[src/rtl/dot_prod_pkg.sv]
// Shared definitions for the dot-product request scheduler: default widths,
// the requester-ID width helper and the buffered result record.
package dot_prod_pkg;

   localparam int DEF_N_REQ          = 4;
   localparam int DEF_N_IN           = 8;
   localparam int DEF_DATA_WIDTH_IN  = 16;
   localparam int DEF_DATA_WIDTH_OUT = 38;
   localparam int DEF_ENG_LAT        = 1;

   // Width of a requester tag; a single requester still needs one bit of storage.
   function automatic int id_w(input int n_req);
      return (n_req < 2) ? 1 : $clog2(n_req);
   endfunction

   localparam int DEF_ID_W = id_w(DEF_N_REQ);

   // One buffered engine result together with the requester it belongs to.
   typedef struct packed {
      logic [DEF_ID_W-1:0]           id;
      logic [DEF_DATA_WIDTH_OUT-1:0] data;
   } res_t;

endpackage

[src/rtl/dot_prod_res_fifo.sv]
// Two-entry result FIFO holding {requester id, engine result}.
// The head is presented directly from storage, so it stays put until popped;
// a simultaneous push and pop is accepted at any non-empty occupancy.
module dot_prod_res_fifo
   import dot_prod_pkg::*;
#(
   parameter int ID_W = DEF_ID_W,
   parameter int DW   = DEF_DATA_WIDTH_OUT
) (
   input  logic            i_clk,
   input  logic            i_rst_n,
   input  logic            i_push,
   input  logic [ID_W-1:0] i_push_id,
   input  logic [DW-1:0]   i_push_data,
   input  logic            i_pop,
   output logic            o_valid,
   output logic [ID_W-1:0] o_id,
   output logic [DW-1:0]   o_data,
   output logic [1:0]      o_count,
   output logic            o_full
);

   logic [1:0][ID_W-1:0] memId_q;
   logic [1:0][DW-1:0]   memData_q;
   logic                 wrPtr_q;
   logic                 rdPtr_q;
   logic [1:0]           count_q;
   logic [1:0]           count_d;
   logic                 popEn;
   logic                 pushEn;

   // Pops on an empty FIFO are ignored; a push into a full FIFO only lands when the head leaves in the same cycle.
   always_comb begin
      popEn   = i_pop & (count_q != 2'd0);
      pushEn  = i_push & ((count_q != 2'd2) | popEn);
      count_d = count_q;
      case ({pushEn, popEn})
         2'b10:   count_d = count_q + 2'd1;
         2'b01:   count_d = count_q - 2'd1;
         default: count_d = count_q;
      endcase
   end

   // Storage and pointers; the write slot never aliases a live head except when that head is popping.
   always_ff @(posedge i_clk or negedge i_rst_n) begin
      if (!i_rst_n) begin
         memId_q   <= '0;
         memData_q <= '0;
         wrPtr_q   <= 1'b0;
         rdPtr_q   <= 1'b0;
         count_q   <= 2'd0;
      end else begin
         if (pushEn) begin
            memId_q[wrPtr_q]   <= i_push_id;
            memData_q[wrPtr_q] <= i_push_data;
            wrPtr_q            <= ~wrPtr_q;
         end
         if (popEn) begin
            rdPtr_q <= ~rdPtr_q;
         end
         count_q <= count_d;
      end
   end

   assign o_valid = (count_q != 2'd0);
   assign o_id    = memId_q[rdPtr_q];
   assign o_data  = memData_q[rdPtr_q];
   assign o_count = count_q;
   assign o_full  = (count_q == 2'd2);

endmodule

[src/rtl/dot_prod_sched.sv]
// Round-robin scheduler sharing one fixed-latency dot-product engine among
// N_REQ requesters. Results come back tagged with the requester id through a
// two-entry FIFO; a grant is only issued when a FIFO slot is guaranteed.
// Build option: DOT_PROD_SCHED_PRIO_EN gives requester 0 absolute priority,
// the remaining requesters rotate among themselves.
module dot_prod_sched
   import dot_prod_pkg::*;
#(
   parameter int N_REQ          = DEF_N_REQ,
   parameter int N_IN           = DEF_N_IN,
   parameter int DATA_WIDTH_IN  = DEF_DATA_WIDTH_IN,
   parameter int DATA_WIDTH_OUT = DEF_DATA_WIDTH_OUT,
   parameter int ENG_LAT        = DEF_ENG_LAT
) (
   input  logic                                      i_clk,
   input  logic                                      i_rst_n,
   input  logic [N_REQ-1:0]                          i_req_valid,
   input  logic [N_REQ-1:0][N_IN-1:0][DATA_WIDTH_IN-1:0] i_req_data,
   output logic [N_REQ-1:0]                          o_req_ready,
   output logic                                      o_eng_valid,
   output logic [N_IN-1:0][DATA_WIDTH_IN-1:0]        o_eng_data,
   input  logic                                      i_eng_valid,
   input  logic [DATA_WIDTH_OUT-1:0]                 i_eng_data,
   output logic                                      o_res_valid,
   output logic [DATA_WIDTH_OUT-1:0]                 o_res_data,
   output logic [id_w(N_REQ)-1:0]                    o_res_id,
   input  logic                                      i_res_ready,
   output logic                                      o_err
);

   localparam int                ID_W    = id_w(N_REQ);
   localparam logic [ID_W-1:0]   LAST_ID = ID_W'(N_REQ - 1);
   localparam logic [ID_W:0]     NREQ_W  = (ID_W + 1)'(N_REQ);

   logic [1:0]                   sync_q;
   logic                         run;
   logic [ID_W-1:0]              rrPtr_q;
   logic [ID_W-1:0]              rrPtr_d;
   logic [ENG_LAT-1:0]           tagVld_q;
   logic [ENG_LAT-1:0][ID_W-1:0] tagId_q;
   logic                         err_q;
   logic                         err_d;

   logic [N_REQ-1:0]             cand;
   logic [ID_W:0]                idxW;
   logic                         rrFound;
   logic [ID_W-1:0]              rrIdx;
   logic                         selAny;
   logic                         selRr;
   logic [ID_W-1:0]              selIdx;
   logic                         issue;

   logic [2:0]                   inflight;
   logic [3:0]                   occupancy;
   logic                         creditOk;
   logic                         pop;
   logic                         push;
   logic [1:0]                   fifoCount;
   logic                         fifoFull;

   // Release from reset is re-timed through two flops so no grant races the deassertion edge.
   always_ff @(posedge i_clk or negedge i_rst_n) begin
      if (!i_rst_n) begin
         sync_q <= 2'b00;
      end else begin
         sync_q <= {sync_q[0], 1'b1};
      end
   end

   assign run = sync_q[1];

   // Credit: results still owed (in the engine or buffered) must leave room for one more, counting a head leaving this cycle.
   always_comb begin
      inflight = '0;
      for (int k = 0; k < ENG_LAT; k++) begin
         inflight = inflight + {2'b00, tagVld_q[k]};
      end
      pop       = o_res_valid & i_res_ready;
      occupancy = {2'b00, fifoCount} + {1'b0, inflight} - {3'b000, pop};
      creditOk  = (occupancy < 4'd2);
   end

   // Rotating search for the first valid requester at or after the round-robin pointer.
   always_comb begin
      cand    = i_req_valid;
      rrFound = 1'b0;
      rrIdx   = '0;
      idxW    = '0;
`ifdef DOT_PROD_SCHED_PRIO_EN
      cand[0] = 1'b0;
`endif
      for (int i = 0; i < N_REQ; i++) begin
         idxW = {1'b0, rrPtr_q} + (ID_W + 1)'(i);
         if (idxW >= NREQ_W) begin
            idxW = idxW - NREQ_W;
         end
         if (!rrFound && cand[idxW[ID_W-1:0]]) begin
            rrFound = 1'b1;
            rrIdx   = idxW[ID_W-1:0];
         end
      end
   end

   // Final selection, issue qualification and the pointer update (only rotating grants move the pointer).
   always_comb begin
      selAny = rrFound;
      selIdx = rrIdx;
      selRr  = rrFound;
`ifdef DOT_PROD_SCHED_PRIO_EN
      if (i_req_valid[0]) begin
         selAny = 1'b1;
         selIdx = '0;
         selRr  = 1'b0;
      end
`endif
      issue   = run & creditOk & selAny;
      rrPtr_d = rrPtr_q;
      if (issue && selRr) begin
         rrPtr_d = (selIdx == LAST_ID) ? '0 : selIdx + ID_W'(1);
      end
   end

   // One-hot ready and the granted operand vector; everything is zero when nothing is issued.
   always_comb begin
      o_req_ready = '0;
      o_eng_data  = '0;
      if (issue) begin
         o_req_ready[selIdx] = 1'b1;
         o_eng_data          = i_req_data[selIdx];
      end
   end

   assign o_eng_valid = issue;

   // Round-robin pointer register.
   always_ff @(posedge i_clk or negedge i_rst_n) begin
      if (!i_rst_n) begin
         rrPtr_q <= '0;
      end else begin
         rrPtr_q <= rrPtr_d;
      end
   end

   // Tag pipe mirrors the engine latency so the returning result finds its requester id at the last stage.
   always_ff @(posedge i_clk or negedge i_rst_n) begin
      if (!i_rst_n) begin
         tagVld_q <= '0;
         tagId_q  <= '0;
      end else begin
         tagVld_q[0] <= issue;
         tagId_q[0]  <= selIdx;
         for (int k = 1; k < ENG_LAT; k++) begin
            tagVld_q[k] <= tagVld_q[k-1];
            tagId_q[k]  <= tagId_q[k-1];
         end
      end
   end

   // A result with no matching tag is dropped and latches the error; so would a push that found no room.
   always_comb begin
      push  = i_eng_valid & tagVld_q[ENG_LAT-1];
      err_d = err_q
            | (i_eng_valid & ~tagVld_q[ENG_LAT-1])
            | (push & fifoFull & ~pop);
   end

   // Sticky error flag, cleared only by reset.
   always_ff @(posedge i_clk or negedge i_rst_n) begin
      if (!i_rst_n) begin
         err_q <= 1'b0;
      end else begin
         err_q <= err_d;
      end
   end

   assign o_err = err_q;

   dot_prod_res_fifo #(
      .ID_W (ID_W),
      .DW   (DATA_WIDTH_OUT)
   ) u_res_fifo (
      .i_clk       (i_clk),
      .i_rst_n     (i_rst_n),
      .i_push      (push),
      .i_push_id   (tagId_q[ENG_LAT-1]),
      .i_push_data (i_eng_data),
      .i_pop       (pop),
      .o_valid     (o_res_valid),
      .o_id        (o_res_id),
      .o_data      (o_res_data),
      .o_count     (fifoCount),
      .o_full      (fifoFull)
   );

endmodule

[config.mk]
export PLATFORM = sky130hd
export DESIGN_NAME = dot_prod_sched
export DESIGN_NICKNAME = d
export VERILOG_FILES = /design/src/rtl/dot_prod_pkg.sv /design/src/rtl/dot_prod_res_fifo.sv /design/src/rtl/dot_prod_sched.sv
export SDC_FILE = /design/constraint.sdc
export NUM_CORES = 1
export LEC_CHECK = 0
export ABC_AREA = 0
export CAP_MARGIN = 40
export CORE_AREA = 2 2 289 291
export DETAILED_ROUTE_END_ITERATION = 7
export DIE_AREA = 0 0 291 293
export GPL_ROUTABILITY_DRIVEN = 1
export SETUP_SLACK_MARGIN = 0.5
export SLEW_MARGIN = 25
export SYNTH_ARGS = -nofsm -noshare
export SYNTH_HDL_FRONTEND = slang
export SYNTH_SLANG_ARGS = --single-unit
[constraint.sdc]
create_clock -name i_clk -period 3.55 [get_ports i_clk]
set_input_delay 0.71 -clock i_clk [delete_from_list [all_inputs] [get_ports i_clk]]
set_output_delay 0.71 -clock i_clk [all_outputs]
set_load 0.01 [all_outputs]
==> impl_metrics.csv <==
group,metric,value,unit
power,intPower,7.38,mW
power,power_frac_clock,8.4,%
layout,multi_input_area,6490,µm²
layout,synthToLayoutAreaGrowth,160,%
sta,max_freq,0.244,GHz
sta,whs,0.226,ns
yosys,yosysTopAreaCell,"mux2i_1",
die,start_util,9.62,%
placed_design,dp_hpwl,61300,µm
yosys,synth_commonest_cells,"257 x mux2i_1, 129 x o22ai_1, 116 x mux2_2, 92 x dfrtp_1, 33 x buf_2",
die,core,81800,µm²
clock_tree,clockRootBuffer,"clkbuf_16",
route,drt_wl_total,71000,µm
setup_path,crit_start,"u_res_fifo.o_count[1]",
yosys,async_flop_share,100,%
power,power_frac_seq,14.4,%
layout,n_fill_cell,8628,
power,ir_drop,0.244,mV
setup_path,r2r-start,"u_res_fifo.o_count[1]",
power,swShare,40.1,%
layout,drive_above_1_share,38.4,%
sta,finClkSkew,0.00763,ns
sta,slew_headroom,59.5,%
outcome,status,"finished, violations left",
sta,fin_ws,-0.553,ns
route,dr.pass1.iters,5,
clock_tree,clock_path_buffers,2,
route,antenna_left,0,
power,p_sw,4.95,mW
global_routing,grt_overflow,0,
outcome,violations,"negative setup slack",
placed_design,io_buffers,732,
setup_path,crit_type,"register to output port",
placed_design,place.gp.congestion,1.00,
yosys,syn-cell-area,7880,µm²
setup_path,slowest_delay,0.53,ns
yosys,synth_cell_types,36,
yosys,netlist_instances,724,
clock_tree,htreeDepth,3,
global_routing,grt_pass1_vias,10700,
die,fp.dieW,291,µm
sta,rsz0062_at_grt,"true",
yosys,ys_top_cells_by_area,"mux2i_1 33%, dfrtp_1 29%, mux2_2 17%",
die,die_h,293,µm
route,initialDrtViolationCount,390,
power,p_per_area,602,nW/µm²
power,leakagePower,8.59,nW
route,via_per_inst,3.69,
route,wl_per_cell,26.2,µm
setup_path,worstPathCellList,"inv_2, nand2_2, and2_4, ha_4, and2b_2, fa_2, nand2b_4, a211oi_4, buf_6, buf_12, nand2_8, buf_16, o22ai_4, buf_6, buf_12",
route,vias,9971,
route,drc,0,
setup_path,cp-start-kind,"register",
yosys,yosys_warnings,0,
sta,fin_crit_sh,116,%
yosys,synth_nets,1290,
global_routing,grt_max_degree,62,
layout,final_util,25.0,%
global_routing,antenna_found_initial,26,
setup_path,cpMaxStageDelayCell,"fa_2",
job,maxCapViolations,0,
layout,final_net_count,2186,
global_routing,grt_pass1_wl,91600,µm
clock_tree,cts_made_buffers,9,
sta,slew_violations,0,
yosys,yosys_most_used_dff,"dfrtp_1",
setup_path,cp.arrival,3.39,ns
clock_tree,cts.sinks,92,
clock_tree,cts.clk_slew.worst_paths,0.07,ns
setup_path,reg2reg_depth,13,
placed_design,post-place-ws,-1.16,ns
setup_path,cp_max_fo,52,
clock_tree,hold_buffers,0,
yosys,synth-seq-cells,92,
yosys,syn_area_per_cell,10.9,µm²
sta,finalCriticalPeriod,4.10,ns
layout,register_area,2310,µm²
yosys,synth_edf_count,0,
yosys,yosysSeqAreaShare,29.2,%
power,comb_power_share,77.1,%
sta,setup_viol,132,
clock_tree,clkLatencyLatePin,0.35,ns
clock_tree,tritoncts,"built",
setup_path,endpoint_kind,"output port",
global_routing,grt_usage,15.6,%
die,dieArea,85300,µm²
yosys,yosysMostFrequentCell,"mux2i_1",
setup_path,worstPathRequired,2.84,ns
sta,worstMarginPinSlew,0.608,ns
die,rows,105,
yosys,yosysTopAreaCellShare,32.7,%
hold_path,hold_path.class,"input port to async pin",
sta,final-hold-violation-count,0,
die,ioPinCount,733,
[area by class of cell]
| cell class | instances | area share (%) |
|---|---|---|
| diodes | 11 | 0.134 |
| clock buffers | 9 | 1.10 |
| clock inverters | 6 | 0.470 |
| inverters | 8 | 0.183 |
| multi-input cells | 554 | 31.7 |
| flip-flops and latches | 92 | 11.3 |
| well taps | 1070 | 6.54 |
| repair buffers | 955 | 48.6 |
[worst max-delay path, delay by kind of cell, from the launching register on]
kind,cells,cell delay (ns)
buffers and inverters,6,0.94
adder cells (fa/ha/maj),2,0.78
AND/OR/NAND/NOR,5,0.63
flip-flops,1,0.39
AO/OA/AOI/OAI,2,0.16
[logic make-up (layout without fill, tap and decap cells)]
family / after synthesis / count (layout) / synth area share, %
multiplexers: 377 / 377 / 49.8
AO/OA/AOI/OAI: 140 / 140 / 11.4
flip-flops: 92 / 92 / 29.2
buffers and inverters: 78 / 978 / 6.05
AND/OR/NAND/NOR: 24 / 24 / 1.64
adder cells (fa/ha/maj): 8 / 8 / 1.37
XOR/XNOR: 4 / 4 / 0.445
other: 1 / 12 / 0.0476
[worst paths after layout]
| path | to | slack, ns |
|---|---|---|
| hold / removal | u_res_fifo.memData_q[24] | 0.23 |
| max in group asynchronous | u_res_fifo.memData_q[5] | 2.50 |
| min in group i_clk | sync_q[1] | 0.35 |
| hold reg to reg | sync_q[1] | 0.35 |
| setup reg to reg | rrPtr_q[0] | 0.99 |
| setup / recovery | o_eng_data[53] | -0.55 |
[sequential cells by signal, summed over array words and instances, names as in the netlist]
register / count
u_res_fifo.memData_q: 76
u_res_fifo.memId_q: 4
rrPtr_q: 2
sync_q: 2
tagId_q: 2
u_res_fifo.o_count: 2
o_err: 1
tagVld_q: 1
u_res_fifo.rdPtr_q: 1
u_res_fifo.wrPtr_q: 1
[power by group through the flow]
stage          combinational (mW)  clock [mW]  sequential, mW
6_report                     9.51        1.04            1.78
5_1_grt                      10.0        1.12            1.84
4_1_cts                      9.04        1.08            1.78
3_5_place_dp                 8.25           0            1.80
3_3_place_gp                 8.18           0            1.75
2_1_floorplan                3.86           0            1.67
[what timing repair did]
item / in CTS / in global routing
buffers inserted: 18 / 15
setup endpoints to repair: 134 / 139
resized for setup: 558 / 113
gates cloned: 11 / 6
pin swaps: 63 / 25
[cell usage in the layout, fill, tap and decap left out, drive strengths merged, types with 2 or more instances in the layout]
cell type / Yosys / layout
a21oi: 5 / 5
and2: 6 / 6
buf: 68 / 343
bufinv: 0 / 2
clkbuf: 2 / 14
clkdlybuf4s15: 0 / 10
clkdlybuf4s50: 0 / 597
dfrtp: 92 / 92
diode: 0 / 11
ha: 7 / 7
inv: 8 / 10
mux2: 120 / 120
mux2i: 257 / 257
nand2: 6 / 6
nand2b: 2 / 2
nor2: 3 / 3
o22ai: 129 / 129
xnor2: 3 / 3
[metal layers]
layer  track usage (%)  wire (µm)  vias to the layer above
li1                  -          -                     4599
met3              3.38       4400                       73
met2              29.5      37300                      424
met5                 0        146                        -
met4              2.27       1140                       22
met1              18.3      28000                     4853
[through the flow]
step	area [µm²]	std cells	power, mW	TNS [ns]
3_3_place_gp	18300	2628	9.93	-135.06
5_1_grt	20500	2694	13.0	-76.30
2_1_floorplan	8400	724	5.52	-7.75
6_report	20500	2705	12.3	-58.74
3_5_place_dp	18300	2628	10.0	-133.15
4_1_cts	19600	2672	11.9	-59.73
Power figures use the tool's default switching activity.
